`config.mk`:
```
export PLATFORM = sky130hd
export DESIGN_NAME = ikascc_primitive_mchdncntr
export DESIGN_NICKNAME = d
export VERILOG_FILES = /design/src/rtl/ikascc_primitive_mchdncntr.sv
export SDC_FILE = /design/constraint.sdc
export NUM_CORES = 1
export LEC_CHECK = 0
export BUFFER_PORTS_ARGS = -buffer_cell sky130_fd_sc_hd__clkbuf_2
export CAP_MARGIN = 20
export CORE_MARGIN = 5
export CORE_UTILIZATION = 52
export CTS_CLUSTER_DIAMETER = 200
export DETAILED_ROUTE_END_ITERATION = 16
export PLACE_DENSITY = 0.74
export SLEW_MARGIN = 20
export SYNTH_ARGS = -nofsm -noshare
export SYNTH_HDL_FRONTEND = slang
export SYNTH_SLANG_ARGS = --single-unit
```
`constraint.sdc`:
```
create_clock -name i_EMUCLK -period 2.6 [get_ports i_EMUCLK]
set_input_delay 0.52 -clock i_EMUCLK [delete_from_list [all_inputs] [get_ports i_EMUCLK]]
set_output_delay 0.52 -clock i_EMUCLK [all_outputs]
set_load 0.02 [all_outputs]
```
`src/rtl/ikascc_primitive_mchdncntr.sv`:
```
// Multi-channel down-counter bank: CH independent W-bit counters, each with its
// own reload register, auto-reload/one-shot mode and a registered borrow pulse.

module ikascc_primitive_mchdncntr_lane #(
  parameter int W = 12
) (
  input  logic         i_EMUCLK,
  input  logic         i_RST,
  input  logic         i_MCLK_PCEN_n,
  input  logic         i_WR_HIT,
  input  logic [W-1:0] i_WDATA,
  input  logic         i_LD,
  input  logic         i_CNT,
  input  logic         i_MODE,
  output logic [W-1:0] o_Q,
  output logic         o_BO,
  output logic         o_RUN
);
  logic [W-1:0] cntr_q, cntr_d, rld_q, rld_d, eff_rld;
  logic         run_q, run_d, bo_q, bo_d;

  // Write-through: a same-edge write to this channel is what LD/reload sees.
  assign eff_rld = i_WR_HIT ? i_WDATA : rld_q;

  always_comb begin
    cntr_d = cntr_q;
    rld_d  = rld_q;
    run_d  = run_q;
    bo_d   = bo_q;
    if (!i_MCLK_PCEN_n) begin
      bo_d = 1'b0;
      if (i_WR_HIT) rld_d = i_WDATA;
      if (i_LD) begin
        cntr_d = eff_rld;
        run_d  = 1'b1;
      end else if (i_CNT && run_q) begin
        if (cntr_q != '0) begin
          cntr_d = cntr_q - W'(1);
        end else begin
          // Terminal count replaces underflow: reload or stop, never wrap.
          bo_d = 1'b1;
          if (i_MODE) cntr_d = eff_rld;
          else        run_d  = 1'b0;
        end
      end
    end
  end

  always_ff @(posedge i_EMUCLK) begin
    if (i_RST) begin
      cntr_q <= '1;
      rld_q  <= '1;
      run_q  <= 1'b0;
      bo_q   <= 1'b0;
    end else begin
      cntr_q <= cntr_d;
      rld_q  <= rld_d;
      run_q  <= run_d;
      bo_q   <= bo_d;
    end
  end

  assign o_Q   = cntr_q;
  assign o_BO  = bo_q;
  assign o_RUN = run_q;
endmodule

module ikascc_primitive_mchdncntr #(
  parameter int W  = 12,
  parameter int CH = 5,
  parameter int AW = 3
) (
  input  logic            i_EMUCLK,
  input  logic            i_RST,
  input  logic            i_MCLK_PCEN_n,
  input  logic            i_WR,
  input  logic [AW-1:0]   i_WADDR,
  input  logic [W-1:0]    i_WDATA,
  input  logic [CH-1:0]   i_LD,
  input  logic [CH-1:0]   i_CNT,
  input  logic [CH-1:0]   i_MODE,
  output logic [CH*W-1:0] o_Q,
  output logic [CH-1:0]   o_ZERO,
  output logic [CH-1:0]   o_BO,
  output logic [CH-1:0]   o_RUN
);
  logic [CH-1:0]        wr_hit;
  logic [CH-1:0][W-1:0] q;

  // Addresses >= CH match no lane, so out-of-range writes drop naturally.
  for (genvar k = 0; k < CH; k++) begin : g_ch
    assign wr_hit[k] = i_WR && (i_WADDR == AW'(k));

    ikascc_primitive_mchdncntr_lane #(.W(W)) u_lane (
      .i_EMUCLK      (i_EMUCLK),
      .i_RST         (i_RST),
      .i_MCLK_PCEN_n (i_MCLK_PCEN_n),
      .i_WR_HIT      (wr_hit[k]),
      .i_WDATA       (i_WDATA),
      .i_LD          (i_LD[k]),
      .i_CNT         (i_CNT[k]),
      .i_MODE        (i_MODE[k]),
      .o_Q           (q[k]),
      .o_BO          (o_BO[k]),
      .o_RUN         (o_RUN[k])
    );

    assign o_ZERO[k] = (q[k] == '0);
  end

  assign o_Q = q;
endmodule

```
==> results.sh, run 1 <==
export IMPL_status="finished, final reports clean"
export IMPL_powerDensity_nw_per_um2=573
export IMPL_ys_ff_latch=130
export IMPL_htree_levels=4
export IMPL_comb_power_share=0.106
export IMPL_power_frac_seq=0.414
export IMPL_vias=7075
export IMPL_synthesis_nets=921
export IMPL_ys_seq_area_frac=0.349
export IMPL_p_sw_frac=0.245
export IMPL_cts_buffer_depth=2
export IMPL_layout_min_cycle_time_ps=2520
export IMPL_placed_area_um2=8190
export IMPL_core_um2=14000
export IMPL_yosysWarningCount=0
export IMPL_finalCritPeriodShare=0.970
export IMPL_drive_above_1_share=0.234
export IMPL_syn_avg_cell_area_um2=8.51
export IMPL_clock_sinks=130
export IMPL_synth_ff_type="dfxtp_1"
export IMPL_place_hpwl_um=13700
export IMPL_drt_iter0_drc=561
export IMPL_antennaDiodeCount=0
export IMPL_synth_top_area_frac=0.349
export IMPL_rows=43
export IMPL_slew_violations=0
export IMPL_grt_pass1_wl_um=32700
export IMPL_cts_root_buffer="clkbuf_16"
export IMPL_endpoint_kind="output pin"
export IMPL_clockPowerShare=0.480
export IMPL_maxCapViolCount=0
export IMPL_dieWidth_um=130
export IMPL_postRouteAntennaNets=0
export IMPL_synthTopCellsByArea="dfxtp_1, mux2i_1, mux2_2, nand2_1, o21ai_0"
export IMPL_grt_max_degree=74
export IMPL_io_pins=109
export IMPL_route_detailed_drc=0
export IMPL_antenna_found_initial=0
export IMPL_power_uw=5050
export IMPL_worstMarginPinSlew_ps=995
export IMPL_place_congestion=0.876
export IMPL_cts_tree="done"
export IMPL_viasPerCell=6.09
export IMPL_worstPathRequired_ps=2080
export IMPL_ir_drop_mv=0.415
export IMPL_max_slew_margin=0.337
export IMPL_finalHoldViolCount=0
export IMPL_final_area_um2=8810
export IMPL_p_int_uw=3810
export IMPL_p_switching_uw=1240
export IMPL_grt_pass1_vias=6591
export IMPL_holdWs_ps=380
export IMPL_synth_top_area_cell="dfxtp_1"
export IMPL_dieArea_um2=16800
export IMPL_fin_tns_setup_ps=0
export IMPL_critPathMaxFanout=9
export IMPL_dpl_cell_count=1130
export IMPL_fin_cells=1162
export IMPL_track_usage=0.239
export IMPL_hold_path_class="in -> reg"
export IMPL_grt_setup_unrepaired="false"
export IMPL_clk_insertion_delay_late_ps=420
export IMPL_holdPathStages=3
export IMPL_cp_arrival_ps=2000
export IMPL_leakage_uw=0.00333
export IMPL_clk_pin_slew_ps=50
export IMPL_synth_distinct_cells=66
export IMPL_syn_cell_area_um2=7460
export IMPL_worstSetupPathType="reg -> out"
export IMPL_die_height_um=130
export IMPL_cts_buffers=17
export IMPL_clock_skew_final_ps=6.74
export IMPL_synth_edff_count=0
export IMPL_start_kind="flop"
export IMPL_ctsHoldBuffers=0
export IMPL_overflow=0
export IMPL_routed_wirelength_um=20300
export IMPL_post_drt_wl_per_cell_um=17.4
export IMPL_dr_pass1_iters=5
export IMPL_final_nets=1013
export IMPL_reg2reg_depth=5
export IMPL_syn_inst=877
export IMPL_area_delta_synth_final_pct=18.0
export IMPL_start_util=0.533
export IMPL_max_freq_mhz=396
export IMPL_setup_viol=0
export IMPL_async_flop_share=0
export IMPL_portBuffers=108
[synthesized netlist by cell type, drive strengths merged (17+ instances only)]
cell    instances
a211oi         18
a21oi          50
buf            34
clkbuf         34
dfxtp         130
inv            21
mux2           35
mux2i          69
nand2          94
nand2b         22
nand3          20
nor2           73
nor3           21
o21ai          60
o32a           17
[power groups by stage]
stage	Sequential, µW	Clock [µW]	Combinational (µW)
floorplan	2150	0	329
global placement	2130	0	526
detailed placement	2130	0	532
CTS	2090	2440	536
global route	2100	2530	584
finish	2090	2420	537
[through the flow]
stage	setup WS, ps	util
after floorplan	264	-
after global placement	243	0.585
after detailed placement	206	0.585
after CTS	26.8	0.629
after global routing	4.52	0.630
final	76.9	0.630
[final timing paths]
path / startpoint / endpoint / slack (ps)
worst min-delay path: i_LD[3] / g_ch[3].u_lane.o_RUN / 380
worst min register to register: g_ch[2].u_lane.o_BO / g_ch[2].u_lane.o_BO / 450
worst max-delay path: g_ch[3].u_lane.o_Q[4] / o_ZERO[3] / 80
worst max register to register: g_ch[3].u_lane.o_Q[4] / g_ch[3].u_lane.o_Q[5] / 220
[cells in the final DEF, fill, tap and decap left out, types with 6 or more instances in the layout]
cell and n:
a21oi_1 49, clkbuf_16 17, a221o_1 6, mux2i_1 69, ha_1 10, nor3_1 20
nor2b_1 11, or3_1 6, nand3_1 20, a31oi_1 15, nor4_1 11, nor2_1 73
mux2_2 35, a41oi_1 6, a211oi_1 18, inv_1 20, nand2b_1 22, nand4_1 14
nand2_1 94, or4_1 9, a21o_1 9, dfxtp_1 130, o21ai_0 58, clkbuf_2 107
buf_4 32, clkbuf_8 10, o32a_1 17
[critical path: stages (launching register included)]
cell,delay (ps)
dfxtp_1,370
or4_1,770
nor3_1,260
clkbuf_2,200
[registers in the layout, summed over array words and instances (netlist names)]
| name | flops |
|---|---|
| g_ch.u_lane.o_RUN | 5 |
| g_ch.u_lane.o_Q | 60 |
| g_ch.u_lane.o_BO | 5 |
| g_ch.u_lane.rld_q | 60 |
[layer usage]
metal | wire, µm | track usage | vias to the layer above | share of wire
met5 | 0 | 0 | - | 0
met4 | 361 | 0.0850 | 0 | 0.018
met3 | 1110 | 0.0401 | 32 | 0.055
met2 | 10000 | 0.399 | 256 | 0.49
met1 | 8760 | 0.314 | 3364 | 0.43
li1 | - | - | 3423 | -
[kinds of logic after synthesis]
kind of cell	share of synthesized area
buffers and inverters	0.0585
DFF	0.349
muxes	0.145
and+or+nand+nor	0.211
AOI/OAI and AO/OA	0.219
adders and majority gates	0.0168
[timing repair]
| action | in CTS | in global routing |
|---|---|---|
| setup endpoints to repair | 1 | 1 |
| gates resized for setup | 1 | 1 |
| setup buffers | 0 | 0 |
[final cells by class]
class / count / area (µm²)
Tap cell: 180 / 225
Multi-Input combinational cell: 657 / 4470
Fill cell: 1269 / 5180
Sequential cell: 130 / 2600
Timing Repair Buffer: 141 / 816
Inverter: 22 / 82.6
Clock buffer: 30 / 574
Clock inverter: 2 / 35.0
Note: power is estimated with default switching activity, not from simulation.
==> run 2, diff against run 1 <==
--- a/config.mk
+++ b/config.mk
@@ -9,7 +9,6 @@
 export CAP_MARGIN = 20
 export CORE_MARGIN = 5
 export CORE_UTILIZATION = 52
-export CTS_CLUSTER_DIAMETER = 200
 export DETAILED_ROUTE_END_ITERATION = 16
 export PLACE_DENSITY = 0.74
 export SLEW_MARGIN = 20
==> constraint.sdc (replaced) <==
create_clock -name i_EMUCLK -period 2.6 [get_ports i_EMUCLK]
set_input_delay 0.39 -clock i_EMUCLK [delete_from_list [all_inputs] [get_ports i_EMUCLK]]
set_output_delay 0.39 -clock i_EMUCLK [all_outputs]
set_load 0.02 [all_outputs]
==> results.sh, run 2 (synthesis gave the netlist of run 1 again) <==
export IMPL_cts_buffers=17
export IMPL_clock_sinks=130
export IMPL_drt_iter0_drc=558
export IMPL_final_nets=1015
export IMPL_ctsHoldBuffers=0
export IMPL_pre_cts_ws_ps=243
export IMPL_cts_resized=0
export IMPL_finalHoldViolCount=0
export IMPL_p_int_uw=3780
export IMPL_htree_levels=4
export IMPL_max_freq_mhz=408
export IMPL_clk_insertion_delay_late_ps=420
export IMPL_cts_tree="done"
export IMPL_holdWs_ps=235
export IMPL_viasPerCell=5.98
export IMPL_dr_pass1_iters=7
export IMPL_track_usage=0.238
export IMPL_slew_violations=0
export IMPL_fin_cells=1164
export IMPL_postRouteAntennaNets=0
export IMPL_start_util=0.533
export IMPL_cp_arrival_ps=2060
export IMPL_route_detailed_drc=0
export IMPL_dpl_cell_count=1132
export IMPL_status="finished, final reports clean"
export IMPL_start_kind="flop"
export IMPL_fillCellCount=1252
export IMPL_grt_max_degree=42
export IMPL_ir_drop_mv=0.510
export IMPL_drive_above_1_share=0.235
export IMPL_clockPowerShare=0.481
export IMPL_vias=6958
export IMPL_placed_area_um2=8180
export IMPL_worstMarginPinSlew_ps=931
export IMPL_max_slew_margin=0.379
export IMPL_core_um2=14000
export IMPL_layout_common_cells="dfxtp_1, clkbuf_2, nand2_1"
export IMPL_antennaDiodeCount=0
export IMPL_overflow=0
export IMPL_p_switching_uw=1270
export IMPL_critPathMaxFanout=6
export IMPL_fin_tns_setup_ps=0
export IMPL_post_drt_wl_per_cell_um=17.0
export IMPL_clk_pin_slew_ps=60
export IMPL_powerDensity_nw_per_um2=576
export IMPL_rows=43
export IMPL_final_area_um2=8770
export IMPL_routed_wirelength_um=19800
export IMPL_worstPathRequired_ps=2210
export IMPL_grt_setup_unrepaired="false"
export IMPL_maxCapViolCount=0
export IMPL_dieArea_um2=16800
export IMPL_fin_ws_ps=152
export IMPL_die_height_um=130
export IMPL_post_cts_buffers=0
export IMPL_comb_power_share=0.105
export IMPL_final_common_cell="dfxtp_1"
export IMPL_place_congestion=0.889
export IMPL_portBuffers=108
export IMPL_place_hpwl_um=13600
export IMPL_grt_pass1_wl_um=32500
export IMPL_hold_path_class="in -> reg"
export IMPL_layout_min_cycle_time_ps=2450
export IMPL_clock_skew_final_ps=5.82
export IMPL_setup_viol=0
export IMPL_io_pins=109
export IMPL_grt_pass1_vias=6345
export IMPL_power_frac_seq=0.414
export IMPL_worstSetupPathType="reg -> out"
export IMPL_cts_buffer_depth=2
export IMPL_leakage_uw=0.00332
export IMPL_area_delta_synth_final_pct=17.6
export IMPL_dieWidth_um=130
export IMPL_finalCritPeriodShare=0.942
export IMPL_cts_root_buffer="clkbuf_16"
export IMPL_antenna_found_initial=0
export IMPL_endpoint_kind="output pin"
export IMPL_p_sw_frac=0.251
==> run 2: path summary, 6_finish.rpt <==
kind	start	end	slack (ps)	cells past startpoint
hold reg to reg	g_ch[2].u_lane.o_BO	g_ch[2].u_lane.o_BO	450	2
setup / recovery	g_ch[1].u_lane.o_Q[0]	o_ZERO[1]	150	5
hold / removal	i_LD[3]	g_ch[3].u_lane.o_RUN	230	3
setup reg to reg	g_ch[3].u_lane.o_Q[4]	g_ch[3].u_lane.o_Q[5]	220	5
==> run 2: routing by layer <==
metal,GRT usage,routed length [µm]
met2,0.389,9560
met3,0.0426,1050
met4,0.0623,203
met1,0.326,8980
met5,0,0
==> run 2: power by group through the flow <==
stage / Sequential [µW] / Clock [µW] / Combinational [µW]
6_report: 2090 / 2430 / 531
5_1_grt: 2090 / 2570 / 580
4_1_cts: 2090 / 2450 / 531
3_5_place_dp: 2130 / 0 / 528
3_3_place_gp: 2130 / 0 / 525
2_1_floorplan: 2150 / 0 / 329
==> run 2: area by class of cell <==
class,instances,area (µm²),share of cell area
Multi-Input combinational cell,657,4460,0.509
Sequential cell,130,2600,0.297
Timing Repair Buffer,143,806,0.0918
Clock buffer,21,460,0.0525
Tap cell,180,225,0.0257
Clock inverter,11,135,0.0154
Inverter,22,82.6,0.00941
==> run 2: critical path: stages, from the launching register on <==
cell and delay, ps:
dfxtp_1 360, inv_1 100, ha_1 140, or3b_2 510
nor3_1 300, clkbuf_2 240
==> run 2: through the flow <==
stage / utilization / power, µW
floorplan: - / 2480
global placement: 0.585 / 2650
detailed placement: 0.585 / 2660
CTS: 0.627 / 5070
global route: 0.627 / 5240
finish: 0.627 / 5050
